### config.mk
export PLATFORM = sky130hd
export DESIGN_NAME = main_controller
export DESIGN_NICKNAME = d
export VERILOG_FILES = /design/src/rtl/main_controller.sv
export SDC_FILE = /design/constraint.sdc
export NUM_CORES = 1
export LEC_CHECK = 0
export ABC_CLOCK_PERIOD_IN_PS = 1800
export BUFFER_PORTS_ARGS = -buffer_cell sky130_fd_sc_hd__buf_4
export CAP_MARGIN = 20
export CORE_MARGIN = 4
export CORE_UTILIZATION = 52
export CTS_CLUSTER_SIZE = 14
export DETAILED_ROUTE_END_ITERATION = 6
export PLACE_DENSITY = 0.86
export RECOVER_POWER = 100
export SYNTH_ARGS = -nofsm -noshare
export SYNTH_HDL_FRONTEND = slang
export SYNTH_SLANG_ARGS = --single-unit
### constraint.sdc
create_clock -name clk -period 1.8 [get_ports clk]
set_input_delay 0.18 -clock clk [delete_from_list [all_inputs] [get_ports clk]]
set_output_delay 0.18 -clock clk [all_outputs]
set_load 0.005 [all_outputs]
### src/rtl/main_controller.sv
// Multicycle MIPS main control FSM with free-running cycle and retired-instruction counters.
// Build option: define BNE_EN to add the bne instruction (BNE state, pc_en = ~zero there).
//
// state   | meaning
// --------+-----------------------------------------------
// FETCH   | load IR, PC <= PC + 4
// DECODE  | register read, branch target precompute
// MEMADR  | lw/sw address = A + sign-extended immediate
// MEMRD   | read data memory at ALUOut
// MEMWB   | write loaded data to rt
// MEMWR   | write B to data memory at ALUOut
// EXECUTE | R-type ALU operation on A, B
// ALUWB   | write ALUOut to rd
// BRANCH  | beq compare, PC <= target when equal
// ADDIEX  | A + sign-extended immediate
// IMMWB   | write ALUOut to rt
// JUMP    | PC <= jump target
// ANDIEX  | A & zero-extended immediate
// BNE     | bne compare, PC <= target when not equal (BNE_EN only)
module main_controller #(
  parameter int CNT_WIDTH = 32
) (
  input  logic                 clk,
  input  logic                 reset_n,
  input  logic [5:0]           op,
  input  logic                 zero,
  output logic                 mem_write,
  output logic                 ir_write,
  output logic                 iord,
  output logic                 reg_dst,
  output logic                 mem_to_reg,
  output logic                 reg_write,
  output logic                 alu_src_a,
  output logic [1:0]           alu_src_b,
  output logic                 imm_zext,
  output logic [1:0]           alu_op,
  output logic [1:0]           pc_src,
  output logic                 pc_en,
  output logic                 illegal_op,
  output logic [3:0]           state,
  output logic [CNT_WIDTH-1:0] cycle_cnt,
  output logic [CNT_WIDTH-1:0] instr_cnt
);

  localparam logic [5:0] OP_RTYPE = 6'b000000;
  localparam logic [5:0] OP_J     = 6'b000010;
  localparam logic [5:0] OP_BEQ   = 6'b000100;
  localparam logic [5:0] OP_ADDI  = 6'b001000;
  localparam logic [5:0] OP_ANDI  = 6'b001100;
  localparam logic [5:0] OP_LW    = 6'b100011;
  localparam logic [5:0] OP_SW    = 6'b101011;
`ifdef BNE_EN
  localparam logic [5:0] OP_BNE   = 6'b000101;
`endif

  localparam logic [CNT_WIDTH-1:0] CNT_ONE = CNT_WIDTH'(1);

  typedef enum logic [3:0] {
    S_FETCH   = 4'h0,
    S_DECODE  = 4'h1,
    S_MEMADR  = 4'h2,
    S_MEMRD   = 4'h3,
    S_MEMWB   = 4'h4,
    S_MEMWR   = 4'h5,
    S_EXECUTE = 4'h6,
    S_ALUWB   = 4'h7,
    S_BRANCH  = 4'h8,
    S_ADDIEX  = 4'h9,
    S_IMMWB   = 4'hA,
    S_JUMP    = 4'hB,
`ifdef BNE_EN
    S_BNE     = 4'hD,
`endif
    S_ANDIEX  = 4'hC
  } state_t;

  state_t state_q;
  state_t state_d;

  logic pc_write;
  logic branch;
  logic retiring;
`ifdef BNE_EN
  logic branch_ne;
`endif

  always_ff @(posedge clk or negedge reset_n) begin
    if (!reset_n) begin
      state_q <= S_FETCH;
    end else begin
      state_q <= state_d;
    end
  end

  always_comb begin
    state_d    = S_FETCH;
    mem_write  = 1'b0;
    ir_write   = 1'b0;
    iord       = 1'b0;
    reg_dst    = 1'b0;
    mem_to_reg = 1'b0;
    reg_write  = 1'b0;
    alu_src_a  = 1'b0;
    alu_src_b  = 2'b00;
    imm_zext   = 1'b0;
    alu_op     = 2'b00;
    pc_src     = 2'b00;
    illegal_op = 1'b0;
    pc_write   = 1'b0;
    branch     = 1'b0;
    retiring   = 1'b0;
`ifdef BNE_EN
    branch_ne  = 1'b0;
`endif

    case (state_q)
      S_FETCH: begin
        ir_write  = 1'b1;
        pc_write  = 1'b1;
        alu_src_b = 2'b01;
        state_d   = S_DECODE;
      end
      S_DECODE: begin
        alu_src_b = 2'b11;
        case (op)
          OP_LW, OP_SW: state_d = S_MEMADR;
          OP_RTYPE:     state_d = S_EXECUTE;
          OP_BEQ:       state_d = S_BRANCH;
          OP_ADDI:      state_d = S_ADDIEX;
          OP_ANDI:      state_d = S_ANDIEX;
          OP_J:         state_d = S_JUMP;
`ifdef BNE_EN
          OP_BNE:       state_d = S_BNE;
`endif
          default: begin
            illegal_op = 1'b1;
            state_d    = S_FETCH;
          end
        endcase
      end
      S_MEMADR: begin
        alu_src_a = 1'b1;
        alu_src_b = 2'b10;
        // op is still held in the IR, so lw/sw can be re-examined here
        state_d   = (op == OP_LW) ? S_MEMRD : S_MEMWR;
      end
      S_MEMRD: begin
        iord    = 1'b1;
        state_d = S_MEMWB;
      end
      S_MEMWB: begin
        reg_write  = 1'b1;
        mem_to_reg = 1'b1;
        retiring   = 1'b1;
      end
      S_MEMWR: begin
        iord      = 1'b1;
        mem_write = 1'b1;
        retiring  = 1'b1;
      end
      S_EXECUTE: begin
        alu_src_a = 1'b1;
        alu_op    = 2'b10;
        state_d   = S_ALUWB;
      end
      S_ALUWB: begin
        reg_write = 1'b1;
        reg_dst   = 1'b1;
        retiring  = 1'b1;
      end
      S_BRANCH: begin
        alu_src_a = 1'b1;
        alu_op    = 2'b01;
        pc_src    = 2'b01;
        branch    = 1'b1;
        retiring  = 1'b1;
      end
`ifdef BNE_EN
      S_BNE: begin
        alu_src_a = 1'b1;
        alu_op    = 2'b01;
        pc_src    = 2'b01;
        branch_ne = 1'b1;
        retiring  = 1'b1;
      end
`endif
      S_ADDIEX: begin
        alu_src_a = 1'b1;
        alu_src_b = 2'b10;
        state_d   = S_IMMWB;
      end
      S_ANDIEX: begin
        alu_src_a = 1'b1;
        alu_src_b = 2'b10;
        alu_op    = 2'b11;
        imm_zext  = 1'b1;
        state_d   = S_IMMWB;
      end
      S_IMMWB: begin
        reg_write = 1'b1;
        retiring  = 1'b1;
      end
      S_JUMP: begin
        pc_src   = 2'b10;
        pc_write = 1'b1;
        retiring = 1'b1;
      end
      default: state_d = S_FETCH;
    endcase
  end

`ifdef BNE_EN
  assign pc_en = pc_write | (branch & zero) | (branch_ne & ~zero);
`else
  assign pc_en = pc_write | (branch & zero);
`endif

  assign state = state_q;

  always_ff @(posedge clk or negedge reset_n) begin
    if (!reset_n) begin
      cycle_cnt <= '0;
      instr_cnt <= '0;
    end else begin
      cycle_cnt <= cycle_cnt + CNT_ONE;
      if (retiring) begin
        instr_cnt <= instr_cnt + CNT_ONE;
      end
    end
  end

endmodule

Word level (Yosys, flattened, before mapping)
Index checks and enable logic that the tools add are counted.
{ "word_totals": {"ff_bits": 68, "input_bits": 9, "out_inout_bits": 84, "word_cells": 55} }
{ "classes": {"n_addsub": 2, "n_eq_ne": 18, "n_mux": 19, "bitwise_logic": 2, "n_reduce_logical": 11} }
{ "op_table": {"columns": ["operator", "n"], "rows": [
  ["$add A32 B1 Y32 const B", 2],
  ["$pmux W4 S6", 2],
  ["$eq A4 B4 Y1 const B", 5],
  ["$eq A4 B3 Y1 const B", 4],
  ["$mux W1", 13],
  ["$eq A6 B4 Y1 const B", 2],
  ["$eq A6 B6 Y1 const B", 2],
  ["$pmux W2 S3", 2],
  ["$eq A4 B2 Y1 const B", 2],
  ["$reduce_or A2 Y1", 4],
  ["$reduce_or A7 Y1", 1],
  ["$eq A6 B2 Y1 const B", 1],
  ["$eq A6 B3 Y1 const B", 1],
  ["$logic_not A6 Y1", 1],
  ["$reduce_or A3 Y1", 2],
  ["$reduce_or A6 Y1", 1],
  ["$reduce_or A5 Y1", 1],
  ["$eq A4 B1 Y1 const B", 1],
  ["$logic_not A4 Y1", 1],
  ["$pmux W2 S2", 1],
  ["$mux W3", 1],
  ["$and A1 B1 Y1", 1],
  ["$or A1 B1 Y1", 1]
]} }

Depth between registers and ports, before layout
Gate-level depths: netlist (run 1).
{ "logic_depth": {"word_depth": 4, "mapped_depth": 7, "ltp_nobuf": 6} }

Least setup slack after synthesis (run 1)
OpenSTA, ideal clock, no wires.
{ "synth_timing": {"kind": "reg-to-reg", "from": "register state_q[0], in the netlist state[0]", "to": "register instr_cnt[12]", "setup_ps": 80, "arrival_ps": 1594, "t_required_ps": 1720, "slack_ps": 126, "path_stages_with_launch": 8, "n_path_buf": 2, "synth_period_minus_slack_ps": 1674, "cell_sequence": "dfrtp_1 -> clkbuf_1 -> nor2b_1 -> o22ai_1 -> buf_4 -> nand2_4 -> nor4_1 -> xnor2_1"} }
{ "synth_between": {"elab_chain_len": 3, "word_cells_on_any_way": 8, "classes_between": "eq/ne: 6; mux: 1; reduce/logical: 1"} }
{ "synth_rtl": {"columns": ["item", "line_no", "rtl"], "rows": [
  ["from (decl)", "77", "state_t state_q;"],
  ["from (signal assigned)", "91", "state_q <= state_d;"],
  ["$eq A4 B4 Y1 or $eq A4 B3 Y1 (tied branches)", "116", "case (state_q)"],
  ["$reduce_or A6 Y1 (no source line) *", null, null],
  ["$mux W1 *", "116", null],
  ["to (signal assigned)", "227", "instr_cnt <= instr_cnt + CNT_ONE;"],
  ["to (decl)", "42", "output logic [CNT_WIDTH-1:0] instr_cnt"]
]} }
Every way passes the cells marked *; elsewhere a longest branch is shown, timed or not.
A chain may end at the register's enable or synchronous reset.

Final worst setup path (run 1)
{ "layout_timing": {"from": "register state_q[2], in the netlist state[2]", "to": "output illegal_op"} }
{ "layout_between": {"elab_chain_len": 2} }
{ "layout_rtl": {"columns": ["item", "line_no", "rtl"], "rows": [
  ["$eq A4 B1 Y1", "116", null],
  ["$mux W1", "116", null],
  ["to (decl)", "39", "output logic illegal_op,"]
]} }
No other way between the ends.

==> results of run 1 <==
==> placed cells by master (no fill, tap or decap), drive strengths merged, types with 3 or more instances in the layout <==
cell    synthesis  layout
clkbuf          6      79
dfrtp          68      68
buf             3      49
xnor2          41      41
nand2          33      33
xor2           24      24
nand3          23      23
nor2           21      21
nor3           19      19
nand4          15      15
and3           14      14
inv             8       8
nor4            5       5
and4            4       4
o21ai           4       4
nand2b          4       4
nor3b           4       4
or3             3       3
a211oi          3       3
clkinv          0       3
==> metrics by stage <==
| step | instance area, um2 | TNS, ns | std cells | setup WS [ns] | utilization (%) |
|---|---|---|---|---|---|
| floorplan | 3380 | 0 | 320 | 0.126 | - |
| global placement | 4300 | 0 | 499 | 0.0961 | 68.1 |
| detailed placement | 4300 | 0 | 499 | 0.0294 | 68.1 |
| CTS | 4510 | 0 | 516 | 0.0140 | 71.4 |
| global route | 4500 | -0.338 | 521 | -0.0483 | 71.3 |
| finish | 4500 | 0 | 521 | 0.0522 | 71.3 |
==> critical path, cell delays in order (launching register included) <==
cell	delay, ns
dfrtp_1	0.39
buf_4	0.19
nor3_2	0.22
nand2_1	0.10
a211oi_2	0.20
buf_4	0.14
==> layer usage <==
metal  up-vias  routed length [um]
li1       1346                   -
met1      1333                3200
met2        79                3770
met3        17                 458
met4         0                 170
met5         -                   0
==> cells by family (layout without fill, tap and decap cells) <==
kind of cell / after synthesis / count (layout) / share of synthesized area, %
buffers and inverters: 17 / 141 / 2.04
xor gates and xnor gates: 65 / 65 / 16.8
adders and majority gates: 2 / 2 / 0.740
and+or+nand+nor: 152 / 152 / 26.7
DFF: 68 / 68 / 50.3
muxes: 1 / 1 / 0.333
AOI/OAI and AO/OA: 15 / 15 / 3.00
==> final cells by class <==
class	instances	area (um2)
well taps	77	96.3
clock buffers	12	145
flip-flops and latches	68	1700
repair buffers	117	846
multi-input cells	235	1630
clock inverters	4	48.8
inverters	8	30.0
fillers	481	1810
==> worst max path at each step <==
stage	depth (start not counted)	to	slack (ns)	startpoint
CTS	5	instr_cnt[24]	0.01	instr_cnt[3]
global placement	5	cycle_cnt[31]	0.1	cycle_cnt[3]
finish	5	illegal_op	0.05	state[2]
global route	7	instr_cnt[24]	-0.05	instr_cnt[10]
floorplan	7	instr_cnt[12]	0.13	state[0]
detailed placement	5	instr_cnt[24]	0.03	instr_cnt[3]
==> power by group through the flow <==
| stage | clock (mW) | combinational [mW] | sequential [mW] |
|---|---|---|---|
| after floorplan | 0 | 0.499 | 1.76 |
| after global placement | 0 | 1.04 | 1.75 |
| after detailed placement | 0 | 1.06 | 1.76 |
| after CTS | 1.25 | 1.09 | 1.73 |
| after global routing | 1.33 | 1.17 | 1.74 |
| final | 1.21 | 1.06 | 1.73 |
==> what timing repair did <==
item | 4_1_cts | 5_1_grt
hold buffers | 1 | 0
buffers inserted | 0 | 5
pin swaps | 0 | 4
cloned | 0 | 0
gates resized for setup | 2 | 6
setup endpoints to repair | 1 | 23
hold endpoints to repair | 36 | 0
==> flip-flops by register name, indices dropped and copies added, names as in the netlist <==
name	count
state	4
instr_cnt	32
cycle_cnt	32
==> reports/metrics.cfg, run 1 <==
[power_and_ir_drop]
p_total_mw = 4.00
comb_power_share_pct = 26.4
p_sw_share_pct = 29.2
p_int_mw = 2.83
ir_drop_v = 0.000691
p_leak_nw = 2.20
powerDensity_mw_per_mm2 = 888
netSwitchingPower_mw = 1.17
p_seq_share_pct = 43.2
clock_power_share_pct = 30.4

[worst_setup_path]
critPathKind = reg2out
crit_fanout = 13
reg2reg_to = instr_cnt[24]
crit_required_ns = 1.62
cp-end-kind = primary output
reg2reg_depth = 7
r2r_slack_ns = 0.06
start_kind = flip-flop
timing.rr.start = instr_cnt[10]
crit_arrival_ns = 1.57

[synthesis]
synth_cell_type_count = 42
mappedNetlistNets = 331
synth_top_area_cell = dfrtp_1
synth-edff-count = 0
synthArstFlopShare_pct = 100
synth_flop_cell = dfrtp_1
yosysMostFrequentCell = dfrtp_1
synth_cells = 320
synth_commonest_cells = dfrtp_1, xnor2_1, nand2_1
ys_ff_latch = 68
ys_warn_count = 0
synth.avg_cell_area_um2 = 10.6
synthTopCellsByArea = dfrtp_1, xnor2_1, xor2_1
synth_seq_area_share_pct = 50.3
synth_area_mm2 = 0.00338
netlist.area_leader.share_pct = 50.3

[clock_tree]
clkSinkCount = 68
clock_path_buffers = 2
cts-root-buf = clkbuf_8
htreeDepth = 3
insertion_delay_ns = 0.33
cts_made_buffers = 9
clk_pin_slew_ns = 0.06
cts_tree = built

[worst_hold_path]
holdPathStages = 4
hold_end = state[0]
worstHoldPathType = in2reg
hold_path_startpoint = op[0]

[routing]
antenna_left = 0
wl_um = 7590
post-route-drc-count = 0
vias_per_cell = 5.33
vias = 2775
post_drt_wl_per_cell_um = 14.6
dr.pass1.iters = 4
drt_iter0_markers = 86

[sta]
fin_crit_ns = 1.75
fin_hold_ws_ns = 0.189
worst_slew_pin_slew_ns = 0.915
relSlewSlack_pct = 39.0
slew_violations = 0
hold_violations = 0
clock_skew_ns = 0.0121
setup_violations = 0
max_freq_mhz = 572
fin_crit_sh_pct = 97.1
grt_setup_unrepaired = yes

[cells_and_area]
nets = 450
area_growth_pct = 33.2
drive_gt1_share_pct = 31.3
antenna_cells = 0

[grt]
grt_pass1_vias = 2833
use_met1_pct = 25.9
grt_max_degree = 38
grt_pass1_wl_um = 12900
antenna_found_initial = 0
busiest_layer = met2
globalRouteOverflowTotal = 0
met3_usage_pct = 4.47
track_usage_pct = 21.0
use_met2_pct = 34.5

[floorplan]
ios = 93
core-area_mm2 = 0.00631
core.rowCount = 29
start_util_pct = 53.5
die_y_um = 88.6
die-area_mm2 = 0.00786
chipWidth_um = 88.6

[placed_design]
place_congestion = 0.856
port_buffers = 92
hpwl_um = 5790

[run_status]
status = completed

[job]
maxCapViolations = 0

Power figures use the tool's default switching activity.
==> run 2: changes to the inputs <==
--- a/config.mk
+++ b/config.mk
@@ -12,6 +12,7 @@
 export CORE_UTILIZATION = 52
 export CTS_CLUSTER_SIZE = 14
 export DETAILED_ROUTE_END_ITERATION = 6
+export MAX_ROUTING_LAYER = met4
 export PLACE_DENSITY = 0.86
 export RECOVER_POWER = 100
 export SYNTH_ARGS = -nofsm -noshare
==> run 2 against run 1 <==
Compared with the run above:
- non-clock buffer count stayed put
- sequential cell count stayed put
- global-route usage is 0.61 points higher
- setup slack better by 0.0024 ns
- sequential power hardly changed
- clock skew is 0.00056 ns higher
- largest power group unchanged
- register-to-register slack hardly changed
- sequential share of layout area stayed put
==> reports/metrics.cfg, run 2 (synthesis results as in run 1) <==
[run_status]
status = completed  ; unchanged

[sta]
setup_violations = 0  ; unchanged
grt_setup_unrepaired = yes  ; unchanged
fin_hold_ws_ns = 0.193  ; was 0.189 ns
fin_crit_sh_pct = 97.0  ; was 97.1%
worst_slack_ns = 0.0546  ; was 0.0522 ns
fin_crit_ns = 1.75  ; about the same
slew_violations = 0  ; unchanged
worst_slew_pin_slew_ns = 0.915  ; about the same
clock_skew_ns = 0.0127  ; was 0.0121 ns
relSlewSlack_pct = 39.0  ; about the same
hold_violations = 0  ; unchanged
max_freq_mhz = 573  ; was 572 MHz

[routing]
post-route-drc-count = 0  ; unchanged
wl_um = 7560  ; was 7590 um
antenna_left = 0  ; unchanged
drt_iter0_markers = 80  ; was 86
dr.pass1.iters = 4  ; unchanged
vias = 2784  ; was 2775
vias_per_cell = 5.34  ; was 5.33
post_drt_wl_per_cell_um = 14.5  ; was 14.6 um

[job]
maxCapViolations = 0  ; unchanged

[placed_design]
dp_cells = 499  ; unchanged
dp_worst_setup_slack_ns = 0.0294  ; unchanged
hpwl_um = 5790  ; unchanged
port_buffers = 92  ; unchanged
place_congestion = 0.870  ; was 0.856
post_dp_cell_area_mm2 = 0.00430  ; unchanged

[floorplan]
chipWidth_um = 88.6  ; unchanged
die_y_um = 88.6  ; unchanged
core-area_mm2 = 0.00631  ; unchanged
core.rowCount = 29  ; unchanged
die-area_mm2 = 0.00786  ; unchanged
start_util_pct = 53.5  ; unchanged
ios = 93  ; unchanged

[cells_and_area]
drive_gt1_share_pct = 31.3  ; unchanged
fin_util_pct = 71.3  ; unchanged
final_common_cell = dfrtp_1  ; unchanged
antenna_cells = 0  ; unchanged
layout_common_cells = dfrtp_1, clkbuf_4, buf_4  ; unchanged
final_cells = 521  ; unchanged
nets = 450  ; unchanged
area_growth_pct = 33.2  ; unchanged
fin_area_mm2 = 0.00450  ; unchanged

[power_and_ir_drop]
clock_power_share_pct = 30.3  ; was 30.4%
p_int_mw = 2.83  ; about the same
p_leak_nw = 2.20  ; unchanged
ir_drop_v = 0.000693  ; was 0.000691 V
netSwitchingPower_mw = 1.17  ; about the same
p_seq_share_pct = 43.2  ; about the same
powerDensity_mw_per_mm2 = 888  ; about the same
comb_power_share_pct = 26.5  ; was 26.4%
p_sw_share_pct = 29.3  ; was 29.2%

[worst_setup_path]
crit_arrival_ns = 1.57  ; about the same
start_kind = flip-flop  ; unchanged
crit_chain = buf_4 > nor3_2 > nand2_1 > a211oi_2 > buf_4  ; unchanged
reg2reg_depth = 7  ; unchanged
critical_path.top_delay_family = flip-flops  ; unchanged
cp.depth = 5  ; unchanged
critPathKind = reg2out  ; unchanged
cp-end-kind = primary output  ; unchanged
path_common_cell = buf_4  ; unchanged
path_buf_inv = 2  ; unchanged
crit_fanout = 13  ; unchanged
crit_required_ns = 1.62  ; about the same
cpPeakStageDelay_ns = 0.39  ; about the same
slowest_stage = dfrtp_1  ; unchanged

[grt]
track_usage_pct = 21.6  ; was 21.0%
grt_pass1_wl_um = 12900  ; about the same
antenna_found_initial = 0  ; unchanged
use_met2_pct = 34.5  ; unchanged
met3_usage_pct = 3.72  ; was 4.47%
grt_pass1_vias = 2835  ; was 2833
busiest_layer = met2  ; unchanged
grt_max_degree = 38  ; unchanged
globalRouteOverflowTotal = 0  ; unchanged
use_met1_pct = 26.2  ; was 25.9%

[clock_tree]
cts_made_buffers = 9  ; unchanged
clock_path_buffers = 2  ; unchanged
clk_pin_slew_ns = 0.06  ; about the same
clkSinkCount = 68  ; unchanged
cts_tree = built  ; unchanged
insertion_delay_ns = 0.33  ; about the same
cts-root-buf = clkbuf_8  ; unchanged
htreeDepth = 3  ; unchanged

[worst_hold_path]
holdPathStages = 4  ; unchanged
worstHoldPathType = in2reg  ; unchanged

## run 2: cell counts in the layout (fill, tap and decap cells not counted)
No cell type changed its count.
## run 2: final cells by class
class / count / area [um2]
inverters: 8 / 30.0
well taps: 77 / 96.3
clock buffers: 12 / 145
flip-flops and latches: 68 / 1700
clock inverters: 4 / 48.8
fillers: 481 / 1810
multi-input cells: 235 / 1630
repair buffers: 117 / 846
## run 2: power by group through the flow
stage	clock (mW)	combinational [mW]	sequential, mW
finish	1.21	1.06	1.73
detailed placement	0	1.06	1.76
global route	1.33	1.17	1.74
floorplan	0	0.499	1.76
global placement	0	1.04	1.75
CTS	1.25	1.09	1.73
## run 2: path summary, 6_finish.rpt
kind	startpoint	to	slack, ns
max reg2reg	instr_cnt[10]	instr_cnt[24]	0.06
min in group asynchronous	reset_n	cycle_cnt[20]	0.52
max in group asynchronous	reset_n	instr_cnt[6]	0.24
max	state[2]	illegal_op	0.05
min	op[0]	state[0]	0.19
min reg2reg	instr_cnt[31]	instr_cnt[31]	0.47
## run 2: per-layer routing
metal  vias to the layer above  part of all wire [%]
met5                         -                     0
met4                         0                   2.6
met3                        17                   4.9
met2                        78                    49
met1                      1344                    43
li1                       1345                     -
## run 2: worst min-delay path, cell delays in order
cell and delay, ns:
buf_4 0.10, nor3_1 0.05, nand3_1 0.07, a221oi_1 0.07
## run 2: repair_timing
action,in CTS,in global routing
pin swaps,0,4
hold buffers,1,0
gates resized for setup,2,6
buffers inserted,0,5
endpoints found under the setup margin,1,23
endpoints found under the hold margin,36,0
## run 2: per-stage QoR
stage	power (mW)	setup TNS, ns
4_1_cts	4.06	0
6_report	4.00	0
3_5_place_dp	2.82	0
2_1_floorplan	2.26	0
5_1_grt	4.24	-0.326
3_3_place_gp	2.79	0
